==> src/rtl/axis_video_pattern_gen.sv <==
// AXI4-Stream video test-pattern master: solid, ramp, grid and colour-bar frames
// with SOF/EOL sideband, exact backpressure handling and an idle gap between frames.
module axis_video_pattern_gen #(
   parameter int unsigned WIDTH       = 1920,
   parameter int unsigned HEIGHT      = 1080,
   parameter int unsigned DATA_WIDTH  = 24,
   parameter int unsigned COORD_WIDTH = 16,
   parameter int unsigned GAP_CYCLES  = 16,
   parameter int unsigned GRID_SHIFT  = 5,
   parameter logic [23:0] SOLID_COLOR = 24'h808080
) (
   input  logic                  clk,
   input  logic                  rst,
   input  logic                  enable,
   input  logic [1:0]            pattern_sel,
   output logic [DATA_WIDTH-1:0] m_axis_tdata,
   output logic                  m_axis_tvalid,
   output logic                  m_axis_tlast,
   output logic                  m_axis_tuser,
   input  logic                  m_axis_tready,
   output logic                  frame_done,
   output logic [15:0]           frame_count
);

   localparam logic [COORD_WIDTH-1:0] X_LAST   = COORD_WIDTH'(WIDTH - 1);
   localparam logic [COORD_WIDTH-1:0] Y_LAST   = COORD_WIDTH'(HEIGHT - 1);
   localparam logic [COORD_WIDTH-1:0] BAR_LAST = COORD_WIDTH'(WIDTH / 8 - 1);
   localparam logic [15:0]            GAP_LIM  = 16'(GAP_CYCLES);

   typedef enum logic [1:0] {
      S_IDLE,
      S_ACTIVE,
      S_GAP
   } state_t;

   state_t                 state_q, state_d;
   logic [COORD_WIDTH-1:0] x_q, x_d;
   logic [COORD_WIDTH-1:0] y_q, y_d;
   logic [COORD_WIDTH-1:0] barcnt_q, barcnt_d;
   logic [2:0]             bar_q, bar_d;
   logic [15:0]            gap_q, gap_d;
   logic [1:0]             pat_q, pat_d;
   logic [23:0]            tdata_q, tdata_d;
   logic                   tvalid_q, tvalid_d;
   logic                   tlast_q, tlast_d;
   logic                   tuser_q, tuser_d;
   logic                   frame_done_q, frame_done_d;
   logic [15:0]            frame_count_q, frame_count_d;
   logic                   start;
   logic                   load;
   logic                   grid_hit;
   logic [23:0]            pix;

   always_ff @(posedge clk) begin
      if (rst) begin
         state_q       <= S_IDLE;
         x_q           <= '0;
         y_q           <= '0;
         barcnt_q      <= '0;
         bar_q         <= '0;
         gap_q         <= '0;
         pat_q         <= '0;
         tdata_q       <= '0;
         tvalid_q      <= 1'b0;
         tlast_q       <= 1'b0;
         tuser_q       <= 1'b0;
         frame_done_q  <= 1'b0;
         frame_count_q <= '0;
      end else begin
         state_q       <= state_d;
         x_q           <= x_d;
         y_q           <= y_d;
         barcnt_q      <= barcnt_d;
         bar_q         <= bar_d;
         gap_q         <= gap_d;
         pat_q         <= pat_d;
         tdata_q       <= tdata_d;
         tvalid_q      <= tvalid_d;
         tlast_q       <= tlast_d;
         tuser_q       <= tuser_d;
         frame_done_q  <= frame_done_d;
         frame_count_q <= frame_count_d;
      end
   end

   // Sequencing: decides the coordinates of the next presented pixel.
   always_comb begin
      state_d       = state_q;
      x_d           = x_q;
      y_d           = y_q;
      barcnt_d      = barcnt_q;
      bar_d         = bar_q;
      gap_d         = gap_q;
      pat_d         = pat_q;
      tvalid_d      = tvalid_q;
      frame_done_d  = 1'b0;
      frame_count_d = frame_count_q;
      start         = 1'b0;
      load          = 1'b0;
      unique case (state_q)
         S_IDLE: begin
            if (enable) start = 1'b1;
         end
         S_ACTIVE: begin
            if (tvalid_q && m_axis_tready) begin
               if (x_q == X_LAST && y_q == Y_LAST) begin
                  // The frame_done cycle is the first idle cycle of the gap.
                  state_d       = S_GAP;
                  gap_d         = 16'd1;
                  tvalid_d      = 1'b0;
                  frame_done_d  = 1'b1;
                  frame_count_d = frame_count_q + 1'b1;
               end else begin
                  load = 1'b1;
                  if (x_q == X_LAST) begin
                     x_d      = '0;
                     y_d      = y_q + 1'b1;
                     barcnt_d = '0;
                     bar_d    = '0;
                  end else begin
                     x_d = x_q + 1'b1;
                     if (barcnt_q == BAR_LAST) begin
                        barcnt_d = '0;
                        bar_d    = bar_q + 1'b1;
                     end else begin
                        barcnt_d = barcnt_q + 1'b1;
                     end
                  end
               end
            end
         end
         S_GAP: begin
            if (gap_q >= GAP_LIM) begin
               if (enable) start = 1'b1;
               else        state_d = S_IDLE;
            end else begin
               gap_d = gap_q + 1'b1;
            end
         end
         default: state_d = S_IDLE;
      endcase
      if (start) begin
         state_d  = S_ACTIVE;
         pat_d    = pattern_sel;
         x_d      = '0;
         y_d      = '0;
         barcnt_d = '0;
         bar_d    = '0;
         gap_d    = '0;
         tvalid_d = 1'b1;
         load     = 1'b1;
      end
   end

   always_comb begin
      grid_hit = (x_d[GRID_SHIFT-1:0] == '0) || (y_d[GRID_SHIFT-1:0] == '0) ||
                 (x_d == X_LAST) || (y_d == Y_LAST);
      pix = SOLID_COLOR;
      unique case (pat_d)
         2'd0: pix = SOLID_COLOR;
         2'd1: pix = {x_d[7:0], y_d[7:0], x_d[7:0] + y_d[7:0]};
         2'd2: pix = grid_hit ? 24'hFFFFFF : 24'h000000;
         2'd3: begin
            unique case (bar_d)
               3'd0: pix = 24'hFFFFFF;
               3'd1: pix = 24'hFFFF00;
               3'd2: pix = 24'h00FFFF;
               3'd3: pix = 24'h00FF00;
               3'd4: pix = 24'hFF00FF;
               3'd5: pix = 24'hFF0000;
               3'd6: pix = 24'h0000FF;
               3'd7: pix = 24'h000000;
               default: pix = 24'h000000;
            endcase
         end
         default: pix = SOLID_COLOR;
      endcase
   end

   // Beat registers only move on a load, so they hold under backpressure.
   always_comb begin
      tdata_d = tdata_q;
      tlast_d = tlast_q;
      tuser_d = tuser_q;
      if (load) begin
         tdata_d = pix;
         tlast_d = (x_d == X_LAST);
         tuser_d = (x_d == '0) && (y_d == '0);
      end else if (frame_done_d) begin
         tlast_d = 1'b0;
         tuser_d = 1'b0;
      end
   end

   assign m_axis_tdata  = DATA_WIDTH'(tdata_q);
   assign m_axis_tvalid = tvalid_q;
   assign m_axis_tlast  = tlast_q;
   assign m_axis_tuser  = tuser_q;
   assign frame_done    = frame_done_q;
   assign frame_count   = frame_count_q;

endmodule

==> config.mk <==
export PLATFORM = sky130hd
export DESIGN_NAME = axis_video_pattern_gen
export DESIGN_NICKNAME = d
export VERILOG_FILES = /design/src/rtl/axis_video_pattern_gen.sv
export SDC_FILE = /design/constraint.sdc
export NUM_CORES = 1
export LEC_CHECK = 0
export BUFFER_PORTS_ARGS = -buffer_cell sky130_fd_sc_hd__buf_2
export CAP_MARGIN = 10
export CORE_ASPECT_RATIO = 0.75
export CORE_MARGIN = 2
export CORE_UTILIZATION = 60
export DETAILED_ROUTE_END_ITERATION = 10
export PLACE_DENSITY_LB_ADDON = 0.08
export SETUP_SLACK_MARGIN = 0.3
export SKIP_LAST_GASP = 1
export SYNTH_ARGS = -nofsm -noshare
export SYNTH_HDL_FRONTEND = slang
export SYNTH_SLANG_ARGS = --single-unit
==> constraint.sdc <==
create_clock -name clk -period 4.2 [get_ports clk]
set_clock_uncertainty 0.05 [all_clocks]
set_input_delay 0.21 -clock clk [delete_from_list [all_inputs] [get_ports clk]]
set_output_delay 0.21 -clock clk [all_outputs]
set_load 0.005 [all_outputs]
# Word level (Yosys, flattened, before mapping)
# Memories as Yosys holds them, arrays and structs flattened.
# Index checks and enable logic that the tools add are counted.
word_totals:
  regBits: 115
  mem_bits_ro: 192
  mem_count: 1
  output_inout_bits: 44
  word_cells: 117
classes:
  add_sub_neg: 7
  n_mux: 48
  bitwise: 2
  eq_ne: 20
  n_reduce_logical: 24
  n_lt_le_gt_ge: 1
mem_list:
  columns: ["memory", "depth", "width", "read_ports", "rd_ports_with_merged_regs", "wr", "line", "rtl"]
  rows:
  - ["(name not given)", 8, 24, 1, 0, 0, "164", "unique case (bar_d)"]
ops:
  columns: ["operator", "n"]
  rows:
  - ["$mux 16", 15]
  - ["$pmux 24 s4", 1]
  - ["$add 16x1->16 const B", 5]
  - ["$eq 16x11->1 const B", 4]
  - ["$logic_not 16->1", 2]
  - ["$pmux 16 s2", 1]
  - ["$mux 24", 1]
  - ["$mux 3", 6]
  - ["$mux 1", 17]
  - ["$eq 16x8->1 const B", 1]
  - ["$ge 16x5->1 const B", 1]
  - ["$ne 2x2->1 const B", 6]
  - ["$ne 3x3->1 const B", 4]
  - ["$logic_not 5->1", 2]
  - ["$mux 2", 5]
  - ["$reduce_and 5->1", 2]
  - ["$reduce_bool 2->1", 5]
  - ["$reduce_and 3->1", 3]
  - ["$add 8x8->8", 1]
  - ["$eq 2x2->1 const B", 3]
  - ["$pmux 2 s3", 1]
  - ["$eq 2x1->1 const B", 2]
  - ["$logic_not 2->1", 2]
  - ["$reduce_and 4->1", 1]
  - ["6 further kinds", 11]

# Longest topological paths before layout
logic_depth:
  word_depth: 12
  depth_mapped: 18

# Least setup slack after synthesis
# Ideal clock, no wire load.
synth_timing:
  path_type: "register to register"
  from: "register x_q[7]"
  to: "register tdata_q[7], in the netlist m_axis_tdata[7]"
  t_arrival_ns: 3.509
  path_buffers: 2
  stages_incl_launch_ff: 18
  slack_ns: 0.505
  path_cell_list: "dfxtp_1 > buf_6 > nor4b_4 > nand4b_4 > buf_6 > a211oi_4 > mux2_2 > nand2_1 > inv_1 > ha_1 > a21o_1 > a21oi_1 > o21bai_1 > a2111oi_0 > or3_1 > a211oi_1 > nor4bb_1 > a211oi_2"
synth_between:
  elab_chain_cells: 12
  word_cells_on_any_way: 33
  classes_between: "add/sub (2); eq/ne (3); mux (21); reduce/logical (6); memory (1)"
synth_rtl:
  columns: ["element", "line", "rtl"]
  rows:
  - ["start: declaration", "37", "logic [COORD_WIDTH-1:0] x_q, x_d;"]
  - ["start signal: assignment", "57", "x_q <= '0;"]
  - ["start signal: assignment", "71", "x_q <= x_d;"]
  - ["$eq 16x11->1 *", "106, 115", null]
  - ["$mux 16 / $logic_and 1x1->1 (equally long branches)", "115, 106", null]
  - ["$mux 16 *", "106", "if (x_q == X_LAST && y_q == Y_LAST) begin"]
  - ["$mux 16 *", "105", "if (tvalid_q && m_axis_tready) begin"]
  - ["$mux 16 *", "100", "unique case (state_q)"]
  - ["$mux 16 *", "142", "if (start) begin"]
  - ["via y_d[1]", "38", "logic [COORD_WIDTH-1:0] y_q, y_d;"]
  - ["parallel branches: the longest is 5 deep, another holds $add 8x8->8", null, null]
  - ["$pmux 24 s4 *", "159", "unique case (pat_d)"]
  - ["end signal: assignment", "77", "tdata_q <= tdata_d;"]
  - ["end: declaration", "43", "logic [23:0] tdata_q, tdata_d;"]
# Mark *: on every way through the listed nets, which the timed path passes.
# A chain may end at the register's enable or synchronous reset.

# Final worst setup path
layout_timing:
  from: "register state_q[0]"
  to: "register tdata_q[2], in the netlist m_axis_tdata[2]"
layout_between:
  elab_chain_cells: 9
  word_cells_on_any_way: 28
  classes_between: "add/sub (1); eq/ne (7); mux (12); reduce/logical (7); memory (1)"
layout_rtl:
  columns: ["element", "line", "rtl"]
  rows:
  - ["start: declaration", "36", "state_t state_q, state_d;"]
  - ["start signal: assignment", "70", "state_q <= state_d;"]
  - ["parallel branches: the longest is 9 deep, another holds $add 8x8->8", null, null]
# Several ways; the timed one is not identified.

==> metrics.txt <==
status completed; Pwr per Cell Area 367 nW/um^2; Pre-antenna DRT Iters 5; CP max stage cell nor3_1; Detail Route Antenna Nets 0; dpl ws 0.320 ns; Post-Route WL 17600 um; Clock Tree Root clkbuf_16; Post-synth top flop dfxtp_1; synthesized area 6560 um^2; Std-Cell Rows 33; crit path max fanout 24; Worst R2R Setup Slack 0.41 ns; Worst Hold Endpoint pat_q[0]; first-pass GRT wire length 28800 um; Max Slew Vio Count 0; max_cap viols 0; worst r2r path cells 9; placed instance count 928; Arr. time, crit path 3.99 ns; Slew HR 45.4%; HP Class input pin to register; Post-synth EDFFs 0; final instance area 7530 um^2; slowest stage delay, CP 0.68 ns; Tightest Pin Transition 0.818 ns; fmax 0.264 GHz; cts bufs inserted 17; mux contribution to synthesized area 0.954%; crit end category register; Die ar. 11800 um^2; WP data required 4.40 ns; Initial Util 60.9%; crit path buf inv count 1; num ports 50; fraction of registers with async set/reset 0%; core outline area 10800 um^2; Avg Cell Area, Syn 8.60 um^2; Syn Nets 784; Worst R2R End m_axis_tdata[2]; n_diodes 0; clk slew on worst S/H paths 0.06 ns; Final #Nets 830; vias in the first global route 5679; GP Congestion 0.924; post-synthesis xor/xnor area fraction 7.61%; period utilisation layout 90.2%; Synth-to-Final Area Change 14.8%; average wire per standard cell 18.3 um; Via-to-Cell Ratio 6.27; die height 94.5 um; Finished Layout Cells 962; Die W 125 um; adder-cell share of the synthesized area 2.98%; Distinct cells, synth 86; DPL Wire Length 12600 um; Initial DRC Count 522; CP Launch Type register; Max clock buf depth 2; main combinational cell family by area after synthesis simple AND/OR/NAND/NOR gates; worst ir drop on vdd 0.300 mV; Crit Path Category register to register; CTS Sinks 115; IO Port Bufs 49; Yosys warnings 0; GR Util All Layers 30.5%; worst-path cell chain nand4b_1 > nor3_1 > nand3_1 > o2bb2ai_1 > a31oi_1 > and4bb_2 > a221oi_4 > buf_4 > a221oi_1; antenna violations before repair 0; HP Start pattern_sel[0]; CTS tree built; final setup margin 0.410 ns; hold path depth 3; static leakage 2.97 nW; Yosys reg bits 115; Crit path depth 9; part of the Yosys area used for sequential elements 35.1%; Synth Area in Simple Gates 29.6%; Setup TNS Final 0 ns; Congestion Overflow GR 0; Cells after Synth 763; via count 6028; clock latency on the worst-skew pair 0.42 ns; final hold vios 0; CTS HTree Levels 4; # DRC 0; complex-gate fraction of the synthesized area 18.4%; final setup vio count 0; minimum clock period 3.79 ns; pin count of the biggest net entering global routing 67; RSZ-0062 raised after global routing false; layout cells sized above 1 20.1%; Top delay family on crit path simple AND/OR/NAND/NOR gates; RR Startpoint state_q[0]; Area after DPL 6890 um^2
## final cells by class
cell class,count,area (um^2)
Multi-Input combinational cell,579,3940
Inverter,21,78.8
Clock buffer,18,439
Tap cell,140,175
Clock inverter,14,154
Sequential cell,115,2310
Timing Repair Buffer,75,440
Fill cell,835,3250
## how the worst max path moves through the flow
stage | from | end | slack [ns]
after floorplan | x_q[7] | m_axis_tdata[7] | 0.51
after global placement | y_q[0] | m_axis_tdata[7] | 0.44
after detailed placement | y_q[0] | m_axis_tdata[7] | 0.32
after CTS | y_q[0] | m_axis_tdata[7] | 0.32
after global routing | y_q[0] | m_axis_tdata[7] | 0.26
final | state_q[0] | m_axis_tdata[2] | 0.41
## layer usage
layer	track usage [%]	vias to the layer above	routed length [um]
met5	0	-	0
met4	10.8	0	330
met3	8.33	30	1540
met2	48.3	258	7850
met1	40.3	2861	7860
li1	-	2879	-
## state kept, by name (all words and copies together), names as in the netlist, 3 cells and up
| name | flops |
|---|---|
| frame_count | 16 |
| y_q | 16 |
| m_axis_tdata | 24 |
| bar_q | 3 |
| barcnt_q | 16 |
| x_q | 16 |
| gap_q | 16 |
## logic make-up after synthesis
| kind of cell | after synthesis |
|---|---|
| AND/OR/NAND/NOR | 357 |
| AO/OA/AOI/OAI | 144 |
| flip-flops | 115 |
| buffers and inverters | 69 |
| XOR/XNOR | 57 |
| adder cells (fa/ha/maj) | 15 |
| multiplexers | 6 |
## report_power, final
group          leakage (nW)  internal [mW]  switching (mW)
Clock                 0.295          0.895           0.541
Combinational          1.74         0.0649           0.140
Sequential            0.932           1.11          0.0156
Total                  2.97           2.07           0.696
## tightest hold or removal path: stages
cell and delay [ns]:
buf_2 0.13, nand2_1 0.06, a21oi_1 0.05
## metrics by stage
step	utilization (%)	total power [mW]	hold slack [ns]
floorplan	-	1.29	0.296
finish	69.9	2.77	0.0336
detailed placement	64.0	1.35	0.414
global route	69.9	2.86	0.0341
CTS	69.6	2.78	0.0206
global placement	64.0	1.34	0.403
## layout by cell type, fill, tap and decap left out, types with 13 or more instances in the layout
cell type  netlist  layout
a21oi_1         23      22
a221oi_1        13      13
and3_1          20      20
xnor2_1         26      26
buf_2           14      50
nor2_1         116     114
inv_1           21      21
clkbuf_16        0      17
ha_1            14      13
dfxtp_1        115     110
a221oi_2        17      17
nand3_1         29      29
o21ai_0         25      25
nor3_1          26      26
buf_4            2      24
nand4_1         23      23
nand2_1         61      61
xor2_1          31      31
## cells in the mapped netlist, types with 4 or more instances
cell,count,area [um^2]
a221oi_2,17,255
a221oi_1,13,114
o2111ai_1,4,35.0
nand3_1,29,145
or3_1,6,37.5
buf_2,14,70.1
a41oi_1,4,35.0
nor3_1,26,130
nor2b_1,9,56.3
clkbuf_1,19,71.3
a31oi_1,9,56.3
and4b_1,4,40.0
mux2i_1,4,40.0
a21o_1,4,30.0
and2_1,9,56.3
buf_6,8,90.1
nor2_1,116,435
and4_1,6,52.6
xor2_1,31,272
a211oi_1,4,30.0
inv_1,21,78.8
nor4_1,9,56.3
a21oi_1,23,115
and3_1,20,125
nand4_1,23,144
o21ai_0,25,125
dfxtp_1,115,2300
xnor2_1,26,228
nand2_1,61,229
ha_1,14,175
## what timing repair did
item / in CTS / in global routing
endpoints found under the hold margin: 1 / 0
hold buffers: 1 / 0
pin swaps: 0 / 5
endpoints found under the setup margin: 1 / 2
cloned: 0 / 0
gates resized for setup: 1 / 12
setup buffers: 0 / 0
No activity file was read; power rests on OpenSTA's default activity.
